--- src/rtl/cctl_spi_master_if.sv ---
// CCTL cartridge-bus side of the SPI master: select, direction, address and data.
interface cctl_spi_master_if;
    logic       cctl_n;
    logic       r_w;
    logic [7:0] cart_a;
    logic [7:0] din;
    logic [7:0] dout;
    logic       dout_oe;

    modport master (output cctl_n, r_w, cart_a, din, input dout, dout_oe);
    modport slave  (input cctl_n, r_w, cart_a, din, output dout, dout_oe);
endinterface

--- src/rtl/cctl_spi_master.sv ---
// Byte-wide SPI master (mode 0) mapped into the CCTL window: DATA at offset 0, CTRL/STATUS at 1.
// Define CCTL_SPI_LSB_FIRST_EN to shift and assemble bytes LSB first (default MSB first).
module cctl_spi_master #(
    parameter logic [4:0] WINDOW = 5'b10111
) (
    input  logic               phi2,
    input  logic               rst,
    cctl_spi_master_if.slave   bus,
    output logic               sck,
    output logic               mosi,
    input  logic               miso,
    output logic               cs_n
);

`ifdef CCTL_SPI_LSB_FIRST_EN
    localparam bit LSB_FIRST = 1'b1;
`else
    localparam bit LSB_FIRST = 1'b0;
`endif

    typedef enum logic [1:0] {S_IDLE = 2'd0, S_LO = 2'd1, S_HI = 2'd2} state_t;

    state_t      state, state_nxt;
    logic        acc, wr_data, rd_data, wr_ctrl;
    logic [2:0]  off;
    logic [1:0]  hcnt, div_lat, div_reg;
    logic [2:0]  bit_cnt;
    logic [7:0]  tx_sr, rx_sr, rx;
    logic        busy, done, ovr;
    logic        half_end, start, last;

    assign off     = bus.cart_a[2:0];
    assign acc     = ~bus.cctl_n & (bus.cart_a[7:3] == WINDOW);
    assign wr_data = acc & ~bus.r_w & (off == 3'd0);
    assign rd_data = acc &  bus.r_w & (off == 3'd0);
    assign wr_ctrl = acc & ~bus.r_w & (off == 3'd1);

    assign half_end = (hcnt == div_lat);
    assign start    = wr_data & (state == S_IDLE);
    // Completion edge; a DATA write landing here still sees busy and counts as overrun.
    assign last     = (state == S_HI) & half_end & (bit_cnt == 3'd7);

    always_ff @(posedge phi2 or posedge rst) begin
        if (rst) state <= S_IDLE;
        else     state <= state_nxt;
    end

    always_comb begin
        state_nxt = state;
        case (state)
            S_IDLE:  if (wr_data)  state_nxt = S_LO;
            S_LO:    if (half_end) state_nxt = S_HI;
            S_HI:    if (half_end) state_nxt = (bit_cnt == 3'd7) ? S_IDLE : S_LO;
            default: state_nxt = S_IDLE;
        endcase
    end

    always_comb begin
        sck  = (state == S_HI);
        busy = (state != S_IDLE);
    end

    // Shift datapath: mosi is registered so it stays put through IDLE.
    always_ff @(posedge phi2 or posedge rst) begin
        if (rst) begin
            hcnt    <= 2'd0;
            div_lat <= 2'd0;
            bit_cnt <= 3'd0;
            tx_sr   <= 8'h00;
            rx_sr   <= 8'h00;
            mosi    <= 1'b0;
        end else if (start) begin
            hcnt    <= 2'd0;
            div_lat <= div_reg;
            bit_cnt <= 3'd0;
            tx_sr   <= bus.din;
            mosi    <= LSB_FIRST ? bus.din[0] : bus.din[7];
        end else if (state != S_IDLE) begin
            if (half_end) begin
                hcnt <= 2'd0;
                if (state == S_LO) begin
                    rx_sr <= LSB_FIRST ? {miso, rx_sr[7:1]} : {rx_sr[6:0], miso};
                end else if (bit_cnt != 3'd7) begin
                    bit_cnt <= bit_cnt + 3'd1;
                    tx_sr   <= LSB_FIRST ? (tx_sr >> 1) : (tx_sr << 1);
                    mosi    <= LSB_FIRST ? tx_sr[1] : tx_sr[6];
                end
            end else begin
                hcnt <= hcnt + 2'd1;
            end
        end
    end

    always_ff @(posedge phi2 or posedge rst) begin
        if (rst) begin
            rx      <= 8'h00;
            done    <= 1'b0;
            ovr     <= 1'b0;
            cs_n    <= 1'b1;
            div_reg <= 2'b00;
        end else begin
            if (last) rx <= rx_sr;
            if (last)                   done <= 1'b1;
            else if (start | rd_data)   done <= 1'b0;
            if (wr_ctrl) begin
                cs_n    <= ~bus.din[0];
                div_reg <= bus.din[2:1];
                ovr     <= 1'b0;
            end else if (wr_data & busy) begin
                ovr <= 1'b1;
            end
        end
    end

    always_comb begin
        bus.dout_oe = acc & bus.r_w & phi2;
        bus.dout    = 8'h00;
        case (off)
            3'd0:    bus.dout = rx;
            3'd1:    bus.dout = {~cs_n, 2'b00, div_reg, ovr, done, busy};
            default: bus.dout = 8'h00;
        endcase
    end

endmodule

--- src/flat_wrapper.sv ---
// flat-port wrapper written by rule: the top's interface ports become plain ports
module cctl_spi_master_flat 
#(
    parameter logic [4:0] WINDOW = 5'b10111
)
  (phi2, rst, sck, mosi, miso, cs_n, bus_cctl_n, bus_r_w, bus_cart_a, bus_din, bus_dout, bus_dout_oe);
  cctl_spi_master_if bus_i ();
  input  logic phi2;
  input  logic rst;
  output logic sck;
  output logic mosi;
  input  logic miso;
  output logic cs_n;
  input wire logic [$bits(bus_i.cctl_n)-1:0] bus_cctl_n;
  input wire logic [$bits(bus_i.r_w)-1:0] bus_r_w;
  input wire logic [$bits(bus_i.cart_a)-1:0] bus_cart_a;
  input wire logic [$bits(bus_i.din)-1:0] bus_din;
  output wire logic [$bits(bus_i.dout)-1:0] bus_dout;
  output wire logic [$bits(bus_i.dout_oe)-1:0] bus_dout_oe;
  assign bus_i.cctl_n = bus_cctl_n;
  assign bus_i.r_w = bus_r_w;
  assign bus_i.cart_a = bus_cart_a;
  assign bus_i.din = bus_din;
  assign bus_dout = bus_i.dout;
  assign bus_dout_oe = bus_i.dout_oe;
  cctl_spi_master #(.WINDOW(WINDOW)) u_core (.phi2(phi2), .rst(rst), .bus(bus_i), .sck(sck), .mosi(mosi), .miso(miso), .cs_n(cs_n));
endmodule
--- config.mk ---
export PLATFORM = sky130hd
export DESIGN_NAME = cctl_spi_master_flat
export DESIGN_NICKNAME = d
export VERILOG_FILES = /design/src/rtl/cctl_spi_master_if.sv /design/src/rtl/cctl_spi_master.sv /design/src/flat_wrapper.sv
export SDC_FILE = /design/constraint.sdc
export NUM_CORES = 1
export LEC_CHECK = 0
export ABC_CLOCK_PERIOD_IN_PS = 4420
export CORE_MARGIN = 2
export CORE_UTILIZATION = 50
export DETAILED_ROUTE_END_ITERATION = 8
export GPL_ROUTABILITY_DRIVEN = 0
export PLACE_DENSITY_LB_ADDON = 0.15
export REMOVE_ABC_BUFFERS = 1
export SLEW_MARGIN = 15
export SYNTH_ARGS = -nofsm -noshare
export SYNTH_HDL_FRONTEND = slang
export SYNTH_SLANG_ARGS = --single-unit
--- constraint.sdc ---
create_clock -name phi2 -period 4.42 [get_ports phi2]
set_input_delay 1.105 -clock phi2 [delete_from_list [all_inputs] [get_ports phi2]]
set_output_delay 1.105 -clock phi2 [all_outputs]
set_load 0.005 [all_outputs]
==> out/metrics.csv, run 1 <==
metric,value,unit
path_cells,clkbuf_8 -> clkbuf_8 -> and3_1 -> clkdlybuf4s50_1,
synth_area_per_cell,12.6,µm²
tightestPinTransition,0.778,ns
top_layer_used,met4,
cts_repair_resize_count,0,
post_drt_wl_per_cell,15.5,µm
grt_util_all_layers,20.2,%
top_regs,"u_core.rx x8, u_core.rx_sr x8, u_core.tx_sr x7",
boundaryPins,33,
path_clk_slew,0.07,ns
estimated_wirelength_of_the_detail_placed_design,2690,µm
antenna_cells_inserted,0,
final_layout_size_suffix_gt1_share,28.9,%
antenna_violating_nets_post_route,0,
synth.yosys.warnings,0,
drv_cap,0,
synth-compound-area-share,5.56,%
grt_antenna_before_repair,0,
crit_path_start_kind,clock port,
post_cts_hold_buffer_count,0,
synth-main-ff-cell,dfrtp_1,
worstSkewPairLatency,0.38,ns
netlist-cell-type-count,36,
core_area,3610,µm²
die-height,64.8,µm
critical_path_buf_inv_count,3,
critical_path_arrival,3.02,ns
status,"finished, final reports clean",
final_critical_path_setup_slack,0.292,ns
asyncSetResetFlopFracSynth,100,%
yosys.area_share.simple,10.9,%
drcViolationCount,0,
area_of_the_die,4200,µm²
grt_start_max_net_pins,22,
layout.cells.most_common_list,"dfrtp_1 (37), clkdlybuf4s50_1 (32), mux2_2 (29), nor2_1 (11), clkbuf_8 (8)",
required,3.31,ns
drt_first_iter_violations,60,
setup_total_negative_slack,0,ns
area_delta_synth_final,27.6,%
hp-class,reg2reg,
post-cts-setup-buffer-count,0,
finalHoldViolations,0,
finalSetupViolCount,0,
mostFrequentLayoutCell,dfrtp_1,
vias,1251,
post_synth_instance_area,1850,µm²
postRouteWirelength,3640,µm
main_combinational_cell_family_by_area_after_synthesis,multiplexers,
power_per_cell_area,328,nW/µm²
grt_pass1_wl,6170,µm
place_ws,0.527,ns
synth-edff-count,0,
vdd_drop_max,213,µV
grt-ovfl-total,0,
detailroute.wirelength.met2,1830,µm
grt_setup_unrepaired,no,
critical_path_s_top_delay_family,buffers and inverters,
post_synthesis_share_of_cell_area_spent_on_xor_and_xnor_gates,0.949,%
postLayoutCoreUtil,65.4,%
cts_tree,done,
1st_pass_router_iterations,4,
worst-path-max-fanout,2,
synth.ff_latch_count,38,
synth_seq_area_share,51.6,%
worstSetupPathType,clk2out,
synthesis.instances,147,
nets,209,
die_extent_in_x,64.8,µm
maxSlewViolCount,0,
post_drt_via_cell_ratio,5.32,
floorplan.initialDensity,51.2,%
floorplan_row_count,22,
final_skew,0.00318,ns
finalPower,0.000773,W
wl_met1,1600,µm
first_global_vias,1372,
crit_slowest_cell,clkdlybuf4s50_1,
timing.critical_path.to_type,output port,
fillCellCount,285,
slew_headroom,48.1,%
static-leakage-power,1.07,nW
synth.mux.area_fraction,26.4,%
yosys.area_share.adder,1.36,%
io_buffer_count,32,
met3_wirelength,174,µm
crit_path_frequent_cell,clkbuf_8,
max_stage_delay,0.43,ns
[final cells by class]
cell class / count / area, µm² / share of cell area (%)
clock buffers: 9 / 120 / 5.10
clock inverters: 3 / 40.0 / 1.70
inverters: 7 / 26.3 / 1.11
multi-input cells: 97 / 833 / 35.4
flip-flops and latches: 38 / 952 / 40.4
well taps: 48 / 60.1 / 2.55
repair buffers: 33 / 325 / 13.8
[worst paths after layout]
| check | start | end | slack [ns] | cells past startpoint |
|---|---|---|---|---|
| max in group asynchronous | rst | u_core.rx_sr[5]$_DFFE_PP0P_ | 2.53 | 3 |
| worst max register to register | u_core.bit_cnt[0]$_DFFE_PP0P_ | u_core.mosi$_DFFE_PP0P_ | 2.17 | 6 |
| worst min-delay path | u_core.rx[5]$_DFFE_PP0P_ | u_core.rx[5]$_DFFE_PP0P_ | 0.51 | 1 |
| min in group asynchronous | rst | u_core.tx_sr[3]$_DFFE_PP0P_ | 1.16 | 2 |
| worst max-delay path | phi2 | bus_dout_oe | 0.29 | 4 |
| worst min register to register | u_core.rx[5]$_DFFE_PP0P_ | u_core.rx[5]$_DFFE_PP0P_ | 0.51 | 1 |
[per-stage QoR]
step / cell area, µm² / hold slack, ns / instances
after global placement: 2210 / 0.486 / 224
after global routing: 2360 / 0.531 / 235
after CTS: 2360 / 0.514 / 235
after detailed placement: 2210 / 0.492 / 224
final: 2360 / 0.514 / 235
after floorplan: 1810 / 0.450 / 142
[power by group]
part           internal (W)   total, W  switching (W)
clock network      0.000224   0.000352       0.000128
registers          0.000358   0.000365     0.00000691
logic             0.0000336  0.0000568      0.0000232
[cell usage after synthesis (3+ instances only)]
library cell  instances  share of area [%]
and2_1                3                1.0
and3_1                3                1.0
dfrtp_1              37                 50
inv_1                 7                1.4
mux2_2               29                 18
mux2_4                6                4.9
mux2i_1               7                3.8
nand2_1               6                1.2
nor2_1               11                2.2
o21ai_0               4                1.1
[logic make-up (layout without fill, tap and decap cells)]
| family | after synthesis | in the layout |
|---|---|---|
| mux | 42 | 42 |
| flops | 38 | 38 |
| simple gates | 36 | 36 |
| compound gates | 15 | 15 |
| buf+inv | 12 | 52 |
| fa+ha+maj | 2 | 2 |
| xor+xnor | 2 | 2 |
[worst reg2reg max path: cells and delay by family, from the launching register on]
family	cells	cell delay (ns)
adders and majority gates	2	0.43
AOI/OAI and AO/OA	1	0.17
and+or+nand+nor	1	0.55
muxes	1	0.36
DFF	1	0.39
buffers and inverters	1	0.25
[per-layer routing]
| metal | up-vias | GRT usage [%] |
|---|---|---|
| met1 | 620 | 22.6 |
| met4 | 0 | 9.84 |
| met2 | 27 | 33.1 |
| met3 | 8 | 8.51 |
| met5 | - | 0 |
| li1 | 596 | - |
Note: power is estimated with default switching activity, not from simulation.
==> run 2: changes to the inputs <==
Settings changed: ABC_CLOCK_PERIOD_IN_PS 4420 to 3900.
Clock period 4.42 ns to 3.9 ns, I/O delays scaled along.
==> out/metrics.csv, run 2 (same netlist as run 1, synthesis figures left out) <==
metric,value,unit
grt_setup_unrepaired,no,
post_cts_hold_buffer_count,0,
worst-path-max-fanout,2,
vias,1252,
crit_path_start_kind,clock port,
worstSetupPathType,clk2out,
crit_slowest_cell,clkdlybuf4s50_1,
grt_util_all_layers,19.9,%
estimated_wirelength_of_the_detail_placed_design,2500,µm
timing.critical_path.to_type,output port,
timing.reg2reg.setup_slack,1.52,ns
min_delay_path_depth,1,
cts_tree,done,
area_delta_synth_final,27.4,%
grt-ovfl-total,0,
grt_pass1_wl,6090,µm
drv_cap,0,
post_drt_via_cell_ratio,5.28,
power_per_cell_area,352,nW/µm²
slew_headroom,58.9,%
antenna_violating_nets_post_route,0,
die-height,64.8,µm
core_area,3610,µm²
postRouteWirelength,3450,µm
mostFrequentLayoutCell,dfrtp_1,
grt_start_max_net_pins,39,
top_regs,"u_core.rx x8, u_core.rx_sr x8, u_core.tx_sr x7",
1st_pass_router_iterations,4,
rr_endpoint,u_core.mosi$_DFFE_PP0P_,
nets,211,
hp-class,reg2reg,
postLayoutCoreUtil,65.3,%
final_critical_path_setup_slack,0.165,ns
floorplan_row_count,22,
final_skew,0.00486,ns
post-cts-setup-buffer-count,0,
cts_repair_resize_count,0,
finalHoldViolations,0,
worst_r2r_startpoint,u_core.bit_cnt[0]$_DFFE_PP0P_,
min_to,u_core.rx[6]$_DFFE_PP0P_,
boundaryPins,33,
drt_first_iter_violations,36,
vdd_drop_max,238,µV
tightestPinTransition,0.617,ns
io_buffer_count,32,
path_clk_slew,0.07,ns
max_stage_delay,0.43,ns
critical_path_s_top_delay_family,buffers and inverters,
drcViolationCount,0,
crit_path_frequent_cell,clkbuf_8,
static-leakage-power,1.07,nW
post_drt_wl_per_cell,14.6,µm
status,"finished, final reports clean",
antenna_cells_inserted,0,
finalSetupViolCount,0,
grt_antenna_before_repair,0,
required,2.92,ns
worstSkewPairLatency,0.39,ns
floorplan.initialDensity,51.2,%
die_extent_in_x,64.8,µm
path_cells,clkbuf_8 -> clkbuf_8 -> and3_1 -> clkdlybuf4s50_1,
area_of_the_die,4200,µm²
setup_total_negative_slack,0,ns
maxSlewViolCount,0,
final_layout_size_suffix_gt1_share,28.6,%
critical_path_buf_inv_count,3,
number_of_cell_instances_on_the_worst_register_to_register_path,5,
first_global_vias,1344,
layout.cells.most_common_list,"dfrtp_1 (37), clkdlybuf4s50_1 (32), mux2_2 (29), nor2_1 (11), clkbuf_8 (9)",
critical_path_arrival,2.76,ns
hold_path_startpoint,u_core.rx[6]$_DFFE_PP0P_,
place_ws,0.312,ns
## run 2: cell count changes in the layout (fill, tap and decap cells not counted), sizes merged
cell	previous run	this run
clkinv	2	0
buf	2	4
bufinv	1	0
clkbuf	8	11
## run 2: area by class of cell
class | instances | area (µm²)
Sequential cell | 38 | 952
Clock buffer | 12 | 141
Timing Repair Buffer | 35 | 340
Multi-Input combinational cell | 97 | 833
Tap cell | 48 | 60.1
Inverter | 7 | 26.3
Fill cell | 292 | 1250
## run 2: how the worst max path moves through the flow
stage,cells after the start,start,end
floorplan,1,phi2,bus_dout_oe
global placement,4,bus_cart_a[1],bus_dout[0]
detailed placement,4,bus_cart_a[1],bus_dout[7]
CTS,4,phi2,bus_dout_oe
global route,4,phi2,bus_dout_oe
finish,4,phi2,bus_dout_oe
## run 2: per-stage QoR
step                cells  total power, W  instance area, µm²  hold WS, ns
finish                237        0.000829                2350        0.506
floorplan             142        0.000446                1810        0.450
CTS                   237        0.000839                2350        0.510
detailed placement    226        0.000487                2220        0.493
global route          237        0.000865                2350        0.527
global placement      226        0.000483                2220        0.481
## run 2: per-layer routing
metal	up-vias	wire, µm	GRT usage [%]
li1	602	-	-
met1	615	1580	23.5
met2	27	1640	30.0
met3	8	179	9.03
met4	0	51	10.9
met5	-	0	0
## run 2: power by group
part | internal, W | switching [W] | leakage [nW]
Combinational | 0.0000387 | 0.0000266 | 0.524
Sequential | 0.000406 | 0.00000694 | 0.470
Clock | 0.000210 | 0.000142 | 0.0765
==> RTL edit 1, RTL diff (config.mk and constraints of run 2) <==
Make the reset (`rst`) synchronous in 3 clocked blocks.
--- a/src/rtl/cctl_spi_master.sv
+++ b/src/rtl/cctl_spi_master.sv
@@ -41,5 +41,5 @@
     assign last     = (state == S_HI) & half_end & (bit_cnt == 3'd7);
 
-    always_ff @(posedge phi2 or posedge rst) begin
+    always_ff @(posedge phi2) begin
         if (rst) state <= S_IDLE;
         else     state <= state_nxt;
@@ -62,5 +62,5 @@
 
     // Shift datapath: mosi is registered so it stays put through IDLE.
-    always_ff @(posedge phi2 or posedge rst) begin
+    always_ff @(posedge phi2) begin
         if (rst) begin
             hcnt    <= 2'd0;
@@ -92,5 +92,5 @@
     end
 
-    always_ff @(posedge phi2 or posedge rst) begin
+    always_ff @(posedge phi2) begin
         if (rst) begin
             rx      <= 8'h00;
Function: differs if rst is asserted again (counterexample within 4 cycles, from zero or initial values and one cycle with rst high); with rst held inactive, the same outputs for 10 cycles.
==> RTL edit 1 against run 2 <==
Die area fell by 7.0%. Sequential cell count stayed put. Register-to-register slack improved by 550 ps. Sequential power is 6.1% lower. Cell count up 8.9%. Final area decreased by 10%. Area after synthesis fell by 7.5%. Worst setup slack lost 35 ps. Sequential share of layout area shrank 4.5 points. Global-route usage grew 0.83 points. Total power is 19% lower. Routed wire length grew 5.3%.
==> RTL edit 1: results (changes against run 2) <==
Synth
  • Most instantiated cells after synthesis: 40 x nor2_1, 38 x dfxtp_1, 33 x mux2i_1, 9 x a211oi_1
  • Synthesis Warnings: 0 (unchanged)
  • Sequential share of the synthesized area: 44.51% (-7.0 points)
  • Synth area leaders: dfxtp_1 45%, mux2i_1 19%, nor2_1 8.8%, a211oi_1 4.0%, ha_1 1.5%
  • Fraction of registers with async set/reset: 0% (-100 points)

Place
  • Final HPWL DP: 2606 µm (+4.4%)
  • DP Area: 2041 µm² (-8.2%)

Detailed routing
  • Avg WL per Cell: 14.08 µm (-3.2%)
  • Via count: 1399 (+12%)
  • 1st-iter DRT viols: 102 (+180%)

Critical path
  • Register-to-Register Path Depth: 5 (unchanged)

Final layout
  • Top Registers: u_core.rx (8), u_core.rx_sr (8), u_core.tx_sr (7)
  • Ratio of cells with drive above 1 in the final layout: 8.019% (-21 points)
  • Nets: 236 (+12%)

Min path
  • Cells on Worst Hold Path: 2 (+1)

Global route
  • First-pass GRT wire length: 6175 µm (+1.4%)
  • Largest net degree at the start of global routing: 23 (-41%)
  • GR Util All Layers: 20.71% (+0.83 points)

Clock network
  • Worst skew pair latency: 440 ps (+50 ps)
  • Clock transition at path regs: 100 ps (+30 ps)

Timing
  • Layout Skew: 5.496 ps (+0.6386 ps)
  • Worst-Margin Slew: 785.2 ps (+167.9 ps)

Power
  • Worst VDD drop: 0.0002803 V (+18%)
  • Static leakage: 0.0009115 µW (-15%)

Status
  • Status: complete, no violations
## RTL edit 1: cell count changes in the layout (fill, tap and decap cells not counted), moves of 3 or more
| cell | change |
|---|---|
| nor2_1 | +29 |
| dfxtp_1 | +38 |
| mux2_4 | -6 |
| o21ai_0 | -4 |
| clkbuf_4 | +8 |
| mux2_2 | -29 |
| mux2i_1 | +26 |
| and3_1 | -3 |
| a21oi_1 | +3 |
| dfrtp_1 | -37 |
| a211oi_1 | +7 |
| nand3_1 | +3 |
| clkbuf_8 | -8 |
| inv_1 | -6 |
## RTL edit 1: logic make-up (layout without fill, tap and decap cells)
group | after synthesis | count (layout) | synth area share (%)
buffers and inverters | 14 | 46 | 4.465
DFF | 38 | 38 | 44.51
and+or+nand+nor | 72 | 72 | 21.08
adders and majority gates | 2 | 2 | 1.464
AOI/OAI and AO/OA | 18 | 18 | 7.613
muxes | 33 | 33 | 19.33
xor gates and xnor gates | 3 | 3 | 1.538
## RTL edit 1: layout make-up
| class | count | area [µm²] |
|---|---|---|
| Multi-Input combinational cell | 128 | 872.1 |
| Tap cell | 46 | 57.56 |
| Clock buffer | 10 | 83.83 |
| Sequential cell | 38 | 760.7 |
| Timing Repair Buffer | 34 | 332.8 |
| Inverter | 2 | 7.507 |
| Fill cell | 301 | 1196 |
## RTL edit 1: per-layer routing
layer	vias to the layer above	track usage (%)	part of all wire (%)
met5	-	0	0
met4	0	12.78	2.6
met3	10	6.667	5.0
met2	34	32.26	46
met1	660	24.74	47
li1	695	-	-
## RTL edit 1: final timing paths
check	endpoint	slack [ps]	from
worst min-delay path	u_core.tx_sr[0]	490	u_core.tx_sr[0]
worst max-delay path	bus_dout_oe	130	phi2
worst min register to register	u_core.tx_sr[0]	490	u_core.tx_sr[0]
worst max register to register	u_core.tx_sr[3]	2070	u_core.bit_cnt[0]
## RTL edit 1: metrics by stage
stage                     hold slack [ps]  std cells  util [%]  setup slack, ps
final                               491.1        258     63.87            129.9
after global routing                505.5        258     63.87            124.6
after detailed placement            476.4        249     61.64            258.7
after floorplan                     445.9        168         -            815.2
after global placement              463.3        249     61.64            325.0
after CTS                           491.3        258     63.87            122.9
## RTL edit 1: tightest hold or removal path, cell delays in order, from the launching register on
cell and delay [ps]:
dfxtp_1 330, nand3_1 80, a21oi_2 50
## RTL edit 1: power by group
group	internal (µW)	leakage (µW)	switching, µW
combinational	23.3	0.000555	17.4
sequential	388	0.000306	0.104
clock	116	0.0000508	131
==> RTL edit 2, RTL diff (flow settings as in run 2) <==
Made on the original files. Set the localparam `LSB_FIRST` to 1'b1 (it was 1'b0).
--- a/src/rtl/cctl_spi_master.sv
+++ b/src/rtl/cctl_spi_master.sv
@@ -16,5 +16,5 @@
     localparam bit LSB_FIRST = 1'b1;
 `else
-    localparam bit LSB_FIRST = 1'b0;
+    localparam bit LSB_FIRST = 1'b1;
 `endif
 
Behaviour: not the same (a bounded check fails within 4 cycles, from zero or initial values and one cycle with rst high).
==> RTL edit 2 against run 2 <==
Area after synthesis increased by 2.6%. Final area increased by 1.5%. Total power increased by 0.46%. Worst hold slack worse by 13 ps. Worst setup slack got worse by 11 ps. Non-clock buffer count is 1 lower. Routed wire length is 1.3% lower. Global-route usage barely moved. Sequential cell count unchanged. Largest power group unchanged.
==> RTL edit 2: results (changes against run 2) <==
Status
  • Status: complete, no violations

Detailed routing
  • 1st-iter DRT viols: 42 (+17%)
  • Routed wl met3: 207 µm (+16%)
  • Via count: 1267 (+1.2%)
  • DR WL met2: 1602 µm (-2.3%)
  • Met1 WL: 1492 µm (-5.4%)
  • Vias per cell: 5.391 (+2.1%)
  • Drt total wl: 3404 µm (-1.3%)

Synth
  • Synthesis Warnings: 0 (unchanged)
  • Sequential share of the synthesized area: 50.26% (-1.3 points)
  • Synth area leaders: dfrtp_1 49%, mux2_2 14%, mux2_4 4.8%, mux2i_1 4.2%, mux2_1 2.4%
  • Most instantiated cells after synthesis: 37 x dfrtp_1, 24 x mux2_2, 9 x nor2_1, 8 x inv_1, 8 x mux2i_1
  • Distinct cell type count after synthesis: 40 (+11%)

Place
  • Final HPWL DP: 2510 µm (+0.52%)
  • Cells after DPL: 224 (-0.88%)

Timing
  • Relative slew slack: 68.06% (+9.2 points)
  • Layout Skew: 6.047 ps (+1.189 ps)

Global route
  • First-pass GRT wire length: 5996 µm (-1.6%)
  • GR Util All Layers: 19.83% (-0.043 points)

Power
  • Worst VDD drop: 0.0002807 V (+18%)
  • P_int: 650.9 µW (-0.46%)

Final layout
  • Top Registers: u_core.rx (8), u_core.rx_sr (8), u_core.tx_sr (8)
  • Ratio of cells with drive above 1 in the final layout: 28.88% (+0.31 points)
  • Nets: 209 (-0.95%)

Critical path
  • Critical path arrival: 2770 ps (about the same)
-- RTL edit 2: final cells by class --
| type | instances | area (µm²) |
|---|---|---|
| Multi-Input combinational cell | 95 | 868.3 |
| Timing Repair Buffer | 34 | 332.8 |
| Clock inverter | 2 | 12.51 |
| Inverter | 8 | 30.03 |
| Sequential cell | 38 | 952.2 |
| Tap cell | 48 | 60.06 |
| Clock buffer | 10 | 133.9 |
| Fill cell | 303 | 1271 |
-- RTL edit 2: critical path: cells and delay by family --
| family | cells | cell delay, ps |
|---|---|---|
| buf+inv | 3 | 670 |
| simple gates | 1 | 150 |
-- RTL edit 2: metrics by stage --
step / power [µW] / setup slack [ps] / area, µm²
after floorplan: 446.4 / 823.3 / 1851
after global placement: 483.5 / 285.8 / 2253
after detailed placement: 486.1 / 293.6 / 2253
after CTS: 846.9 / 137.7 / 2390
after global routing: 871.4 / 127.5 / 2390
final: 833.2 / 153.6 / 2390
-- RTL edit 2: path summary, 6_finish.rpt --
| path | startpoint | endpoint | slack (ps) | depth (start not counted) |
|---|---|---|---|---|
| worst max-delay path | phi2 | bus_dout_oe | 150 | 4 |
| worst min-delay path | u_core.done | u_core.done | 490 | 1 |
| worst max register to register | u_core.bit_cnt[0] | u_core.tx_sr[6] | 1690 | 5 |
| worst min register to register | u_core.done | u_core.done | 490 | 1 |
| max in group asynchronous | rst | u_core.cs_n | 2570 | 3 |
| min in group asynchronous | rst | u_core.tx_sr[2] | 980 | 3 |
-- RTL edit 2: power groups by stage --
stage,combinational (µW),clock (µW),sequential [µW]
after detailed placement,65.7,0.392,420
after CTS,66.0,369,412
after global placement,63.4,0.392,420
final,64.4,356,413
after floorplan,28.9,0.190,417
after global routing,72.2,385,414
-- RTL edit 2: cell families after synthesis --
group                      share of synthesized area, %
DFF                                               50.26
xor gates and xnor gates                         0.9249
buffers and inverters                             3.896
AOI/OAI and AO/OA                                 5.615
and+or+nand+nor                                   12.35
muxes                                             25.63
adders and majority gates                         1.321
-- RTL edit 2: metal layers --
metal,up-vias,GRT usage [%]
li1,600,-
met1,628,22.41
met2,30,30.74
met3,9,7.363
met4,0,14.32
met5,-,0
